`src/rtl/gray_step_ctrl.sv`:
```
// Command-driven Gray-code position sequencer: steps a binary position up or down
// on a programmable interval and presents it Gray-coded, with busy/step/done status.
module gray_step_ctrl #(
  parameter int WIDTH = 4,
  parameter int CNT_W = 8,
  parameter int DIV_W = 8
) (
  input  logic             clk,
  input  logic             rst,
  input  logic             cmd_valid,
  output logic             cmd_ready,
  input  logic             cmd_dir,
  input  logic [CNT_W-1:0] cmd_steps,
  input  logic [DIV_W-1:0] cmd_div,
  input  logic             abort,
  input  logic             load,
  input  logic [WIDTH-1:0] load_gray,
  output logic [WIDTH-1:0] gray,
  output logic             step_pulse,
  output logic             busy,
  output logic             done,
  output logic             aborted
);

  typedef enum logic [1:0] {IDLE, RUN, DONE} state_e;

  state_e           state_q, state_d;
  logic [WIDTH-1:0] pos_q, pos_d;
  logic [WIDTH-1:0] gray_q, gray_d;
  logic             dir_q, dir_d;
  logic [CNT_W-1:0] remaining_q, remaining_d;
  logic [DIV_W-1:0] div_q, div_d;
  logic [DIV_W-1:0] timer_q, timer_d;
  logic             step_pulse_q, step_pulse_d;
  logic             aborted_q, aborted_d;

  function automatic logic [WIDTH-1:0] gray2bin(input logic [WIDTH-1:0] g);
    logic [WIDTH-1:0] b;
    b[WIDTH-1] = g[WIDTH-1];
    for (int i = WIDTH - 2; i >= 0; i--) begin
      b[i] = b[i+1] ^ g[i];
    end
    return b;
  endfunction

  always_ff @(posedge clk) begin
    if (rst) begin
      state_q <= IDLE;
    end else begin
      state_q <= state_d;
    end
  end

  always_comb begin
    state_d = state_q;
    case (state_q)
      IDLE: begin
        if (cmd_valid) begin
          state_d = (cmd_steps != '0) ? RUN : DONE;
        end
      end
      RUN: begin
        if (abort) begin
          state_d = DONE;
        end else if (timer_q == '0 && remaining_q == CNT_W'(1)) begin
          state_d = DONE;
        end
      end
      DONE:    state_d = IDLE;
      default: state_d = IDLE;
    endcase
  end

  always_comb begin
    cmd_ready = (state_q == IDLE);
    busy      = (state_q == RUN);
    done      = (state_q == DONE);
  end

  // Abort wins over a step that is due on the same edge, so position holds.
  always_comb begin
    pos_d        = pos_q;
    dir_d        = dir_q;
    remaining_d  = remaining_q;
    div_d        = div_q;
    timer_d      = timer_q;
    step_pulse_d = 1'b0;
    aborted_d    = aborted_q;
    case (state_q)
      IDLE: begin
        if (load) begin
          pos_d = gray2bin(load_gray);
        end
        if (cmd_valid) begin
          dir_d       = cmd_dir;
          remaining_d = cmd_steps;
          div_d       = cmd_div;
          timer_d     = cmd_div;
          aborted_d   = 1'b0;
        end
      end
      RUN: begin
        if (abort) begin
          aborted_d = 1'b1;
        end else if (timer_q == '0) begin
          pos_d        = dir_q ? pos_q + 1'b1 : pos_q - 1'b1;
          remaining_d  = remaining_q - 1'b1;
          timer_d      = div_q;
          step_pulse_d = 1'b1;
        end else begin
          timer_d = timer_q - 1'b1;
        end
      end
      default: ;
    endcase
    gray_d = pos_d ^ (pos_d >> 1);
  end

  always_ff @(posedge clk) begin
    if (rst) begin
      pos_q        <= '0;
      gray_q       <= '0;
      dir_q        <= 1'b0;
      remaining_q  <= '0;
      div_q        <= '0;
      timer_q      <= '0;
      step_pulse_q <= 1'b0;
      aborted_q    <= 1'b0;
    end else begin
      pos_q        <= pos_d;
      gray_q       <= gray_d;
      dir_q        <= dir_d;
      remaining_q  <= remaining_d;
      div_q        <= div_d;
      timer_q      <= timer_d;
      step_pulse_q <= step_pulse_d;
      aborted_q    <= aborted_d;
    end
  end

  assign gray       = gray_q;
  assign step_pulse = step_pulse_q;
  assign aborted    = aborted_q;

endmodule
```
`config.mk`:
```
export PLATFORM = sky130hd
export DESIGN_NAME = gray_step_ctrl
export DESIGN_NICKNAME = d
export VERILOG_FILES = /design/src/rtl/gray_step_ctrl.sv
export SDC_FILE = /design/constraint.sdc
export NUM_CORES = 1
export LEC_CHECK = 0
export ABC_AREA = 1
export BUFFER_PORTS_ARGS = -buffer_cell sky130_fd_sc_hd__buf_2
export CORE_MARGIN = 3
export CORE_UTILIZATION = 28
export DETAILED_ROUTE_END_ITERATION = 16
export GPL_TIMING_DRIVEN = 0
export PLACE_DENSITY = 0.56
export SYNTH_ARGS = -nofsm -noshare
export SYNTH_HDL_FRONTEND = slang
export SYNTH_SLANG_ARGS = --single-unit
```
`constraint.sdc`:
```
create_clock -name clk -period 2 [get_ports clk]
set_input_delay 0.3 -clock clk [delete_from_list [all_inputs] [get_ports clk]]
set_output_delay 0.3 -clock clk [all_outputs]
set_load 0.03 [all_outputs]
```
### Word level (Yosys, flattened, before mapping)

Cells that the tools add are included.
Widths: inputs -> output; s select.

* multiply operators: 0
* shift operators: 0
* div/mod/pow operators: 0
* add/sub/neg operators: 4
* reduce and logical (&&, ||, !) cells: 11
* multiplexer cells: 22
* order comparisons: 0
* equality and inequality tests: 8
* bitwise gates (word level): 5

Operators with widths (count)
* $mux 8: 6
* $pmux 8 s2: 2
* $mux 4: 4
* $sub 8x1->8 const B: 2
* $eq 8x1->1 const B: 1
* $logic_not 8->1: 1
* $mux 2: 4
* $pmux 4 s2: 1
* $reduce_bool 8->1: 1
* $ne 2x2->1 const B: 3
* $reduce_and 3->1: 2
* $add 4x1->4 const B: 1
* $pmux 2 s2: 1
* $reduce_and 2->1: 2
* $reduce_and 4->1: 1
* $sub 4x1->4 const B: 1
* $xor 4x3->4: 1
* $mux 1: 3
* $ne 3x2->1 const B: 1
* $reduce_or 3->1: 1
* $xor 1x1->1: 3
* $eq 2x1->1 const B: 1
* $eq 2x2->1 const B: 1
* $logic_not 2->1: 1
* other kinds (5): 5

* bits in registers: 37
* logic and storage cells: 59
* bits in read-only memories: 0
* memory bits (writable): 0
* memories: 0
* bits of input ports: 26
* latch bits: 0
* output and inout bits: 9

### Logic depth before layout (Yosys ltp)

* depth in word-level cells: 6
* gate-level depth with buffers: 13
* depth with buffers taken out: 13

### Worst setup path after synthesis

OpenSTA, ideal clock, no wires.

* path type: flip-flop to flip-flop
* start: register dir_q
* end: register gray_q[2], in the netlist gray[2]
* buffers on the path: 0
* clock period less this slack: 1.563 ns
* path slack: 0.437 ns
* library setup time: 0.113 ns
* cell stages (with the launch flop): 13
* data required time: 1.887 ns
* data arrival time: 1.450 ns
* path through: dfxtp_1 > inv_1 > ha_1 > a21oi_1 > nand2_1 > nand2_1 > nand2_1 > o21bai_2 > nand3_1 > nand2_1 > nand2_1 > nand2_1 > nor2_1

* word-level cells in the longest chain between the ends: 5

Ends and longest elaborated chain
* start, declared: line 30 `logic dir_q, dir_d;`
* start signal, assigned: line 132 `dir_q <= dir_d;`
* $mux 4: line 106 `pos_d = dir_q ? pos_q + 1'b1 : pos_q - 1'b1;`
* $mux 4: line 105 `end else if (timer_q == '0) begin`
* $mux 4: line 103 `if (abort) begin`
* $pmux 4 s2: line 89 `case (state_q)`
* $xor 4x3->4: line 116 `gray_d = pos_d ^ (pos_d >> 1);`
* end signal, assigned: line 131 `gray_q <= gray_d;`
* end, declared: line 29 `logic [WIDTH-1:0] gray_q, gray_d;`

No other way between the ends.
A chain may end at the register's enable or synchronous reset.

### Worst setup path after layout

* start: register pos_q[0]
* end: register gray_q[1], in the netlist gray[1]

* word-level cells in the longest chain between the ends: 6
* elaborated cells on any way between the ends: 7
* those cells by class: add/sub (2); mux (4); bitwise (1)

Ends and longest elaborated chain
* start, declared: line 28 `logic [WIDTH-1:0] pos_q, pos_d;`
* start signal, assigned: line 130 `pos_q <= pos_d;`
* $sub 4x1->4 / $add 4x1->4 (equally long branches): line 106
* $mux 4 (*): line 106
* $mux 4 (*): line 105
* $mux 4 (*): line 103
* $pmux 4 s2 (*): line 89
* $xor 4x3->4 (*): line 116

Every way passes the cells marked *; elsewhere a longest branch is shown, timed or not.

==> implementation parameters <==
Parameter                              Value

Setup path
  Peak fanout along the critical path ... 4
  Data required time of the worst path ... 2.23 ns
  Reg2reg setup slack ... 0.24 ns
  Category of the most critical setup path ... flop to flop
  Critical Path Sink Type ... flop
  Critical path endpoint ... gray[1]
  Launching element of the worst setup path ... pos_q[0]
  Start of the worst register-to-register path ... pos_q[0]
  Critical Path AT ... 1.99 ns
  Worst r2r path cells ... 9
  Sort of element at the start of the critical path ... flop
  Worst reg2reg path endpoint ... gray[1]

Detailed routing
  Wire length on met1 ... 2.67 mm
  Detailed-routing iteration count for the pre-antenna-repair pass ... 4
  Drt total wl ... 5.52 mm
  Count of routing violations after the opening detailed-route iteration ... 100
  Drt via density ... 4.68
  Highest routed layer ... met4
  Met2 layer wire length in the routed design ... 2.53 mm
  # DRC ... 0
  Via total after detailed routing ... 2,052
  Post-DRT Antenna Nets ... 0
  Average wire length per cell after detail routing ... 12.6 um
  Routed wl met3 ... 232 um

Placement
  Total cell area at the placement stage ... 2400 sq um
  Weighted congestion at the end of routability-driven global placement ... 0.813
  Post-detailed-placement half-perimeter wirelength ... 4.15 mm
  Placed Cells incl. Taps ... 431
  Buffers on Ports ... 33
  Setup WS pre-CTS ... 0.248 ns

GRT
  Global-route wire length before repair ... 8.98 mm
  Initial antenna violation count ... 0
  Overall track demand over capacity in global routing ... 13.1%
  Total congestion overflow ... 0
  Largest net degree at the start of global routing ... 11
  Via count of the first global-routing pass ... 1,904

Logic synthesis
  Top-area cell type share of the netlist area ... 34.1%
  Most area-consuming cells after synthesis ... dfxtp_1 (34%), nand2_1 (9.1%), o21ai_0 (7.1%), a21oi_1 (5.9%), nor2_1 (5.7%)
  Post-synth EDFFs ... 0
  Commonest cells in the synthesized netlist ... nand2_1 (51), dfxtp_1 (36), nor2_1 (32)
  Post-Synth Adder-Cell Area ... 3.91%
  Simple-gate share of the synthesized area ... 26.1%
  Combinational family with the most area after synthesis ... simple AND/OR/NAND/NOR gates
  Mapped Avg Cell Area ... 7.06 sq um
  Most common flop cell mapped by yosys ... dfxtp_1
  Post-synthesis cell count ... 299
  Synthesized-area fraction occupied by ao, oa, aoi and oai cells ... 24.1%
  Most common cell in the synthesized netlist ... nand2_1
  Synthesized Nets ... 331
  Xor and xnor area share after synthesis ... 2.07%
  Mux contribution to synthesized area ... 0%
  Synth Cell Area ... 2110 sq um
  Fraction of the yosys area taken by sequential cells ... 34.1%
  Post-synthesis cell type count ... 38
  Synthesis-stage register bit count ... 36
  Largest area contributor in the synthesized netlist ... dfxtp_1
  Synth Warn # ... 0
  Asr flop ratio synth ... 0%

Power
  Switching pwr ... 0.719 mW
  Max IR drop VDD ... 0.253 mV
  Internal cell power ... 1.26 mW
  Part of the power in combinational logic ... 32.1%
  Power share of the sequential group ... 43.2%
  Switching Share ... 36.2%
  Clock network fraction of total power ... 24.7%
  Power Density ... 800 nW/um^2
  Power, Total ... 1.98 mW
  Leakage power total ... 1.13 nW

Cells and area
  Cell Count, Final, Fillers Out ... 438
  NumNets Final ... 371
  Area of all placed cells without fillers ... 2480 sq um
  Filler instances ... 828
  Multi-input gate area in the final layout ... 1190 sq um
  Sequential standard cell area ... 721 sq um
  Area growth from synthesis to layout ... 17.4%
  Ratio of cells with drive above 1 in the final layout ... 20.6%
  Total inserted antenna cells ... 0

Timing
  Number of pins with negative max-slew slack in the final report ... 0
  Min Clock Period, post-route ... 1.76 ns
  Final worst slack ... 0.244 ns
  Worst clock skew on the final layout ... 0.00703 ns
  Final sum of negative setup slack ... 0 ns
  Worst slew margin relative to its limit ... 61.0%
  Hold Vio Cnt, Final ... 0
  Final setup violation count ... 0
  RSZ-0062 raised after global routing ... no
  Ratio of final minimum period to clock period ... 87.8%
  Fmax ... 569 MHz
  Measured slew at the worst slew-check pin ... 0.584 ns

Floorplanning
  Die Span Y ... 92.9 um
  Die Area ... 8620 sq um
  Floorplan die width ... 92.9 um
  Core area ... 7290 sq um
  Row count ... 31
  Effective utilization at floorplan ... 29.0%
  # IOs ... 35

Clock tree
  Clock Tree Root ... clkbuf_8
  Post-cts sizing count ... 0
  Clock sink total ... 36
  Clk_lat worst skew ... 0.28 ns
  Number of clock buffers inserted by TritonCTS ... 5
  CTS clock-pin slew for the worst setup and hold paths ... 0.07 ns
  Longest Clk Path Bufs ... 2
  Total setup buffers inserted after CTS ... 0
  # hold bufs at CTS ... 0
  Clock H-tree levels ... 2
  TritonCTS clock tree ... yes

Min path
  Type of the worst min-delay path ... primary input to flop

Run status
  Status ... completed

Job
  Maxcap violations ... 0
-- sequential cells by signal, summed over array words and instances (netlist names) --
| register | cells |
|---|---|
| step_pulse | 1 |
| pos_q | 4 |
| remaining_q | 8 |
| div_q | 8 |
| aborted | 1 |
| gray | 3 |
| timer_q | 8 |
| dir_q | 1 |
| state_q | 2 |
-- per-layer routing --
layer	vias to the layer above	GRT usage [%]
li1	1078	-
met5	-	0
met1	928	16.7
met3	8	3.25
met4	0	4.15
met2	38	21.5
-- worst min path at each step --
| stage | to | startpoint | depth (start not counted) | slack [ns] |
|---|---|---|---|---|
| 2_1_floorplan | div_q[7] | div_q[7] | 2 | 0.43 |
| 3_3_place_gp | div_q[5] | div_q[5] | 2 | 0.45 |
| 3_5_place_dp | div_q[5] | div_q[5] | 2 | 0.45 |
| 4_1_cts | div_q[1] | cmd_div[1] | 3 | 0.25 |
| 5_1_grt | div_q[1] | cmd_div[1] | 3 | 0.25 |
| 6_report | div_q[6] | cmd_div[6] | 3 | 0.26 |
-- worst max-delay path, cell delays in order, from the launching register on --
cell and delay, ns:
dfxtp_1 0.39, inv_1 0.12, fa_1 0.45, xnor2_1 0.21, o21ai_2 0.09, o21ai_2 0.19, nand2_1 0.10, nand2_1 0.07
nand2_1 0.04, inv_1 0.04
-- cell usage in the layout, fill, tap and decap left out, types with 3 or more instances in the layout --
master	n
nand2_1	51
a31oi_1	7
dfxtp_1	36
nor3_1	3
buf_2	35
a21oi_1	25
o21ai_0	30
clkbuf_1	5
buf_6	3
nand2_2	4
o31ai_1	3
nand3_1	16
xnor2_1	5
ha_1	5
inv_1	29
inv_2	7
o21ai_1	7
a211oi_1	3
clkbuf_8	5
nor2_1	32
-- power by group through the flow --
| stage | Sequential (mW) | Combinational (mW) | Clock, mW |
|---|---|---|---|
| 4_1_cts | 0.856 | 0.640 | 0.513 |
| 5_1_grt | 0.868 | 0.716 | 0.542 |
| 3_5_place_dp | 0.871 | 0.637 | 0 |
| 6_report | 0.857 | 0.637 | 0.489 |
| 2_1_floorplan | 0.883 | 0.461 | 0 |
| 3_3_place_gp | 0.872 | 0.630 | 0 |
-- cells by family (layout without fill, tap and decap cells) --
kind of cell / count (synthesis) / after routing
and+or+nand+nor: 118 / 118
xor gates and xnor gates: 5 / 5
DFF: 36 / 36
adders and majority gates: 6 / 6
AOI/OAI and AO/OA: 87 / 87
buffers and inverters: 47 / 87
-- per-stage QoR --
step / hold slack [ns] / util, %
after floorplan: 0.430 / -
after global placement: 0.451 / 32.9
after detailed placement: 0.455 / 32.9
after CTS: 0.252 / 34.0
after global routing: 0.251 / 34.0
final: 0.260 / 34.0
-- area by class of cell --
type / count / area share, %
Clock inverter: 1 / 0.202
Multi-Input combinational cell: 216 / 47.8
Clock buffer: 6 / 2.93
Inverter: 36 / 5.45
Timing Repair Buffer: 33 / 6.66
Buffer: 11 / 2.88
Tap cell: 99 / 4.99
Sequential cell: 36 / 29.1
No activity file was read; power rests on OpenSTA's default activity.
